$ cat config.mk
export PLATFORM = sky130hd
export DESIGN_NAME = sweep_divider_ctrl
export DESIGN_NICKNAME = d
export VERILOG_FILES = /design/src/rtl/sweep_divider_ctrl.sv
export SDC_FILE = /design/constraint.sdc
export NUM_CORES = 1
export LEC_CHECK = 0
export CORE_MARGIN = 2
export CORE_UTILIZATION = 38
export DETAILED_ROUTE_END_ITERATION = 12
export SLEW_MARGIN = 20
export SYNTH_ARGS = -nofsm -noshare
export SYNTH_HDL_FRONTEND = slang
export SYNTH_SLANG_ARGS = --single-unit
export TNS_END_PERCENT = 20
$ cat constraint.sdc
create_clock -name clk -period 5.9 [get_ports clk]
set_clock_uncertainty 0.05 [all_clocks]
set_input_delay 1.18 -clock clk [delete_from_list [all_inputs] [get_ports clk]]
set_output_delay 1.18 -clock clk [all_outputs]
set_load 0.02 [all_outputs]
$ cat src/rtl/sweep_divider_ctrl.sv
// -----------------------------------------------------------------------------
// sweep_divider_ctrl
//
// Drives a preloadable up-count frequency divider through a programmed sweep
// of preload values. Each preload value is held for dwell+1 divider periods,
// then the controller steps to the next value (up or down towards stop_val).
// A single sweep finishes with a one-cycle done pulse; continuous mode wraps
// back to the start value and never asserts done.
//
// Ports
//   clk        system clock, everything on the rising edge
//   rst        synchronous active-high reset, overrides all other inputs
//   start      begin a sweep (only honoured while idle and abort is low)
//   abort      end a running sweep and return to idle
//   mode       0 = single sweep, 1 = continuous loop
//   start_val  first preload value
//   stop_val   inclusive sweep limit
//   step       preload increment/decrement (0 behaves as 1)
//   dwell      divider periods per preload value, minus one
//   tick       one-cycle pulse per divider period
//   psi        square wave, toggles on every tick
//   cur_val    preload value currently in use
//   busy       high while a sweep is running
//   done       one-cycle pulse at the end of a single sweep
// -----------------------------------------------------------------------------
module sweep_divider_ctrl #(
  parameter int W       = 8,
  parameter int DWELL_W = 4
) (
  input  logic               clk,
  input  logic               rst,
  input  logic               start,
  input  logic               abort,
  input  logic               mode,
  input  logic [W-1:0]       start_val,
  input  logic [W-1:0]       stop_val,
  input  logic [W-1:0]       step,
  input  logic [DWELL_W-1:0] dwell,
  output logic               tick,
  output logic               psi,
  output logic [W-1:0]       cur_val,
  output logic               busy,
  output logic               done
);

  localparam logic [W-1:0] MAX = '1;
  localparam logic [W-1:0] ONE = {{(W-1){1'b0}}, 1'b1};

  typedef enum logic {IDLE, RUN} state_t;

  state_t             state;
  logic [W-1:0]       cnt;
  logic [DWELL_W-1:0] dwell_cnt;

  // Configuration captured at the start edge so input changes mid-sweep are inert
  logic [W-1:0]       start_l;
  logic [W-1:0]       stop_l;
  logic [W-1:0]       step_l;
  logic [DWELL_W-1:0] dwell_l;
  logic               mode_l;
  logic               up_l;

  // Candidate next preload value. The extra top bit catches carry (up) or
  // borrow (down) so a step that runs off the end of the range is never used.
  logic [W:0]   sum;
  logic [W:0]   diff;
  logic [W-1:0] nxt;
  logic         nxt_ok;

  always_comb begin
    sum  = {1'b0, cur_val} + {1'b0, step_l};
    diff = {1'b0, cur_val} - {1'b0, step_l};
    if (up_l) begin
      nxt    = sum[W-1:0];
      nxt_ok = !sum[W] && (sum[W-1:0] <= stop_l);
    end else begin
      nxt    = diff[W-1:0];
      nxt_ok = !diff[W] && (diff[W-1:0] >= stop_l);
    end
  end

  // Sweep sequencer and divider. The divider counts up from the preload value
  // to MAX; the MAX cycle produces the tick and reloads either the same value
  // (still dwelling) or the next one in the sweep.
  always_ff @(posedge clk) begin
    if (rst) begin
      state     <= IDLE;
      cnt       <= '0;
      dwell_cnt <= '0;
      start_l   <= '0;
      stop_l    <= '0;
      step_l    <= ONE;
      dwell_l   <= '0;
      mode_l    <= 1'b0;
      up_l      <= 1'b1;
      tick      <= 1'b0;
      psi       <= 1'b0;
      cur_val   <= '0;
      busy      <= 1'b0;
      done      <= 1'b0;
    end else begin
      done <= 1'b0;
      case (state)
        IDLE: begin
          tick <= 1'b0;
          if (start && !abort) begin
            start_l   <= start_val;
            stop_l    <= stop_val;
            step_l    <= (step == '0) ? ONE : step;
            dwell_l   <= dwell;
            mode_l    <= mode;
            up_l      <= (start_val <= stop_val);
            cur_val   <= start_val;
            cnt       <= start_val;
            dwell_cnt <= '0;
            busy      <= 1'b1;
            state     <= RUN;
          end
        end
        RUN: begin
          if (abort) begin
            state <= IDLE;
            busy  <= 1'b0;
            tick  <= 1'b0;
            psi   <= 1'b0;
          end else if (cnt != MAX) begin
            cnt  <= cnt + ONE;
            tick <= 1'b0;
          end else begin
            tick <= 1'b1;
            psi  <= ~psi;
            if (dwell_cnt != dwell_l) begin
              dwell_cnt <= dwell_cnt + 1'b1;
              cnt       <= cur_val;
            end else begin
              dwell_cnt <= '0;
              if (nxt_ok) begin
                cur_val <= nxt;
                cnt     <= nxt;
              end else if (mode_l) begin
                cur_val <= start_l;
                cnt     <= start_l;
              end else begin
                // Final tick of a single sweep: cur_val and psi keep their values
                state <= IDLE;
                busy  <= 1'b0;
                done  <= 1'b1;
              end
            end
          end
        end
        default: state <= IDLE;
      endcase
    end
  end

endmodule

==> results of run 1 <==
[through the flow]
step                hold slack [ps]  area, µm²  util, %  power (W)
floorplan                       382       4060        -   0.000794
global placement                394       4560     44.2   0.000932
detailed placement              401       4560     44.2   0.000943
CTS                             414       4680     45.4    0.00121
global route                    436       4690     45.4    0.00129
finish                          413       4690     45.4    0.00121
[cells in the mapped netlist, types with 3 or more instances]
cell       n  area share [%]
nand3_1   19             2.3
and3_1     4            0.62
o211ai_1   5            0.93
xnor2_1   16             3.5
ha_1      42              13
mux2i_1   11             2.7
buf_2      5            0.62
nand4_1    7             1.1
a21oi_1   55             6.8
dfxtp_1   55              27
nor2b_1   13             2.0
a31oi_1    7             1.1
a211oi_1   7             1.3
or3_1      3            0.46
nand2_1   73             6.8
o21ai_0   20             2.5
nand2b_1   4            0.62
inv_1     38             3.5
xor2_1     7             1.5
nor3_1    13             1.6
nor2_1    34             3.1
o21a_1     3            0.56
a21o_1     4            0.74
clkbuf_1  15             1.4
a211o_1    5             1.1
[final timing paths]
check             slack (ps)  startpoint    endpoint
setup / recovery        1550  cur_val[0]      cnt[2]
hold / removal           410  start_l[6]  start_l[6]
setup reg to reg        1550  cur_val[0]      cnt[2]
hold reg to reg          410  start_l[6]  start_l[6]
[cells by family after synthesis]
logic type,after synthesis
adder cells (fa/ha/maj),44
flip-flops,55
multiplexers,14
XOR/XNOR,23
buffers and inverters,63
AO/OA/AOI/OAI,129
AND/OR/NAND/NOR,189
[report_power, final]
group          internal (W)  switching, W  leakage, nW
Clock              0.000140      0.000127       0.0618
Combinational      0.000219      0.000300         1.36
Sequential         0.000393     0.0000294        0.450
[final cells by class]
cell class	count	area (µm²)	area share, %
clock inverters	2	38.8	0.828
clock buffers	6	82.6	1.76
well taps	136	170	3.63
repair buffers	47	463	9.88
multi-input cells	399	2690	57.4
flip-flops and latches	55	1100	23.5
inverters	38	143	3.04
[registers in the layout, indices dropped and copies added, names as in the netlist, 4 cells and up]
register	flops
cnt	8
dwell_l	4
stop_l	8
dwell_cnt	4
cur_val	8
step_l	8
start_l	8
[layer usage]
| layer | vias to the layer above | global-route usage, % | routed length (µm) |
|---|---|---|---|
| li1 | 1858 | - | - |
| met1 | 1763 | 27.3 | 5170 |
| met2 | 98 | 32.3 | 5150 |
| met3 | 20 | 2.48 | 531 |
| met4 | 0 | 6.40 | 264 |
| met5 | - | 0 | 0 |
[tightest hold or removal path, cell delays in order, from the launching register on]
cell	delay, ps
dfxtp_1	320
nand2_1	50
a21oi_1	60
==> flow_metrics.tcl, run 1 <==
set metrics [dict create \
    cp_common_cell "a21oi_1" \
    fin_tns_setup_ps 0 \
    first_global_vias 3572 \
    layout_common_cells "73 x nand2_1, 55 x a21oi_1, 55 x dfxtp_1, 44 x clkdlybuf4s50_1, 42 x ha_1" \
    synth_edf_count 0 \
    worst_slew_pin_slew_ps 730 \
    cts_made_buffers 5 \
    fillers 1057 \
    dp_hpwl_mm 8.74 \
    cts_setup_buffers 0 \
    port_buffers 44 \
    cp_slowest_stage_delay_ps 560 \
    syn_area_um2 4060 \
    die_h_um 107 \
    die_w_um 107 \
    clock_path_buffers 2 \
    rows 37 \
    slew_violations 0 \
    synth_top_family_by_area "simple AND/OR/NAND/NOR gates" \
    cts_tree "done" \
    outcome "finished, final reports clean" \
    clk_latency_ps 310 \
    ys_seq_elements 55 \
    drive_gt1_share_pct 6.40 \
    antenna_found_initial 0 \
    postCtsHoldBufs 0 \
    crit_required_ps 6070 \
    grt_pass1_wl_mm 18.1 \
    synth_fa_ha_area_share_pct 13.9 \
    power.leakage_nw 1.87 \
    async_reset_ff_share_pct 0 \
    place_congestion 0.922 \
    yosys_warnings 0 \
    path_clk_slew_ps 100 \
    num_vias 3739 \
    syn2layout_area_growth_pct 15.5 \
    wl_mm 11.1 \
    grt_overflow 0 \
    synth.distinct_cells 65 \
    netlist_instances 517 \
    detailedPlace.worstSlack_ps 1640 \
    fin_crit_ps 4350 \
    min_period_over_period_pct 73.6 \
    power_density_nw_per_um2 258 \
    hold_depth 2 \
    fmax_mhz 230 \
    max-cap-violations 0 \
    avgSynthCellArea_um2 7.85 \
    rsz0062_at_grt "false" \
    antenna_cells 0 \
    path_class "flop to flop" \
    grt_start_max_net_pins 45 \
    critPathTopFamily "compound AO/OA/AOI/OAI gates" \
    dp_cells 675 \
    cts_resized 0 \
    vdd_ir_drop_max_v 0.000134 \
    path_cells "inv_1, ha_1, inv_1, fa_1, a211o_1, a21oi_1, o21bai_1, xor2_1, ha_1, a21o_1, a21oi_1, a21oi_1, o21a_2, nor4b_4, a211o_1, mux2_4, a21o_1" \
    hp-class "flop to flop" \
    ant_nets 0 \
    hold_viol_final 0 \
    via_per_inst 5.47 \
    io_pins 45 \
    start_util_pct 39.3 \
    synthXorXnorAreaFrac_pct 4.97 \
    cp-start-kind "flop" \
    cp_max_fo 18 \
    worst-path-buf-inv 2 \
    critical-path-slowest-cell "a211o_1" \
    synth_ff_type "dfxtp_1" \
    layout_commonest_cell "nand2_1" \
    htree_levels 2 \
    setup_viol 0 \
    grt_use_total_pct 19.9 \
    synth_compound_area_share_pct 20.8 \
    wire_per_inst_um 16.3 \
    fin_ws_ps 1550 \
    synthSimpleGateAreaFrac_pct 22.8 \
    drt-initial-drc-count 191 \
    critPathCaptureType "flop" \
    drt-pass1-iter-count 5 \
    dieArea_um2 11500 \
    stdcell_count 683 \
    yosys-mux-area-fraction_pct 3.73 \
    cp_num_cells 17 \
    syn-num-nets 594 \
    critPathArrivalTime_ps 4520 \
    clockRootBuffer "clkbuf_8" \
    synth-seq-area-share_pct 27.1 \
    slew_headroom_pct 51.2 \
    rr_worst_depth 17 \
    cts.sinks 55 \
    layout.nets 623 \
    core_area_um2 10300 \
    drc 0 \
]
No activity file was read; power rests on OpenSTA's default activity.
==> run 2: changes to the inputs <==
clock period = 3.7 ns   (was 5.9 ns; I/O delays follow)
==> run 2 against run 1 <==
  * The run now ends with setup timing left
  * Sequential power rose by 57%
  * Fmax is 13% higher
  * Core utilization rose by 5.2 points
  * Worst setup slack worse by 1700 ps
  * Total power increased by 75%
  * Die area unchanged
  * Count of clock-buffer cells in the layout is 1 lower
  * Highest routed layer unchanged
==> flow_metrics.tcl, run 2 (synthesis results as in run 1) <==
set metrics [dict create \
    wire_per_inst_um 16.2 \
    cts_tree "done" \
    place_congestion 0.881 \
    power_density_nw_per_um2 406 \
    core_area_um2 10300 \
    hp-class "flop to flop" \
    path_cells "inv_2, ha_4, inv_2, fa_2, a211o_1, a21oi_2, o21bai_1, xor2_1, ha_1, a21o_1, a21oi_2, a21oi_1, o21a_2, nor4b_4, a211o_4, mux2_4, a21o_1" \
    dp_hpwl_mm 9.17 \
    fin_crit_ps 3840 \
    dieArea_um2 11500 \
    rows 37 \
    top_layer "met4" \
    wl_met1_mm 5.58 \
    drt-pass1-iter-count 5 \
    drc 0 \
    critPathArrivalTime_ps 4010 \
    antenna_cells 0 \
    clock_path_buffers 2 \
    cp-start-kind "flop" \
    outcome "complete, but fails checks" \
    cp_max_fo 6 \
    vdd_ir_drop_max_v 0.000213 \
    worst-path-buf-inv 2 \
    wl_mm 11.9 \
    power.leakage_nw 2.14 \
    grt_overflow 0 \
    antenna_found_initial 0 \
    critPathTopFamily "compound AO/OA/AOI/OAI gates" \
    layout_commonest_cell "nand2_1" \
    drive_gt1_share_pct 18.7 \
    path_class "flop to flop" \
    design_area_um2 5220 \
    cts_made_buffers 5 \
    clockRootBuffer "clkbuf_8" \
    hold_depth 2 \
    drt-initial-drc-count 215 \
    min_period_over_period_pct 104 \
    htree_levels 2 \
    fin_tns_setup_ps -784 \
    layout.nets 671 \
    cp_slowest_stage_delay_ps 350 \
    clk_latency_ps 310 \
    rsz0062_at_grt "true" \
    place_area_um2 4860 \
    crit_required_ps 3870 \
    via_per_inst 5.35 \
    port_buffers 44 \
    layout_common_cells "73 x nand2_1, 53 x dfxtp_1, 50 x a21oi_1, 46 x buf_4, 44 x clkdlybuf4s50_1" \
    ant_nets 0 \
    first_global_vias 3675 \
    cts.sinks 55 \
    hold_viol_final 0 \
    rr_worst_depth 17 \
    grt_pass1_wl_mm 18.8 \
    fin_ws_ps -135 \
    start_util_pct 39.3 \
    max-cap-violations 0 \
    cp_num_cells 17 \
    worst_slew_pin_slew_ps 499 \
    setup_viol 12 \
    postCtsHoldBufs 0 \
    wl_met2_mm 5.58 \
    critPathCaptureType "flop" \
    io_pins 45 \
    critical-path-slowest-cell "dfxtp_2" \
    path_clk_slew_ps 110 \
    slew_violations 0 \
    num_vias 3912 \
    syn2layout_area_growth_pct 28.6 \
    slew_headroom_pct 66.7 \
    grt_use_total_pct 20.8 \
    violations "setup timing" \
    finalPower_w 0.00212 \
    die_w_um 107 \
    fmax_mhz 261 \
    grt_start_max_net_pins 44 \
    die_h_um 107 \
    route.met3.wl_um 415 \
]
==> run 2: cell count changes in the layout (fill, tap and decap cells not counted), sizes merged <==
cell	previous run	this run
bufinv	1	0
clkinv	0	2
buf	3	50
==> run 2: metal layers <==
layer,GRT usage (%),vias up
met5,0,-
met4,6.12,0
met3,2.72,22
met2,33.6,78
met1,28.9,1859
li1,-,1953
==> run 2: final timing paths <==
check	from	to	slack (ps)
worst max register to register	cur_val[0]	cnt[2]	-140
worst max-delay path	cur_val[0]	cnt[2]	-140
worst min register to register	start_l[3]	start_l[3]	410
worst min-delay path	start_l[3]	start_l[3]	410
==> run 2: area by class of cell <==
| type | count | area, µm² |
|---|---|---|
| Multi-Input combinational cell | 399 | 2850 |
| Tap cell | 136 | 170 |
| Fill cell | 1002 | 5110 |
| Timing Repair Buffer | 95 | 860 |
| Clock inverter | 3 | 18.8 |
| Inverter | 38 | 143 |
| Clock buffer | 5 | 68.8 |
| Sequential cell | 55 | 1110 |
==> run 2: timing repair <==
action | 4_1_cts | 5_1_grt
gates cloned | 0 | 1
pin swaps | 20 | 9
setup endpoints to repair | 17 | 18
buffers inserted | 2 | 5
resized for setup | 24 | 20
==> run 2: per-stage QoR <==
stage	hold WS [ps]	instances	utilization, %	setup slack [ps]
after floorplan	382	517	-	16.3
after global placement	391	715	47.1	-222
after detailed placement	394	715	47.1	-316
after CTS	408	725	49.0	-131
after global routing	436	731	50.5	-283
final	410	731	50.5	-135
==> run 2: worst register-to-register path, cell delays in order, from the launching register on <==
cell	delay, ps
dfxtp_2	350
inv_2	70
ha_4	120
inv_2	30
fa_2	350
a211o_1	300
a21oi_2	140
o21bai_1	90
xor2_1	230
ha_1	310
a21o_1	180
a21oi_2	110
a21oi_1	70
o21a_2	260
nor4b_4	340
a211o_4	270
mux2_4	310
a21o_1	150
==> run 2: where the power goes <==
part / internal (W) / switching, W
registers: 0.000627 / 0.0000362
clock network: 0.000134 / 0.000209
logic: 0.000527 / 0.000585
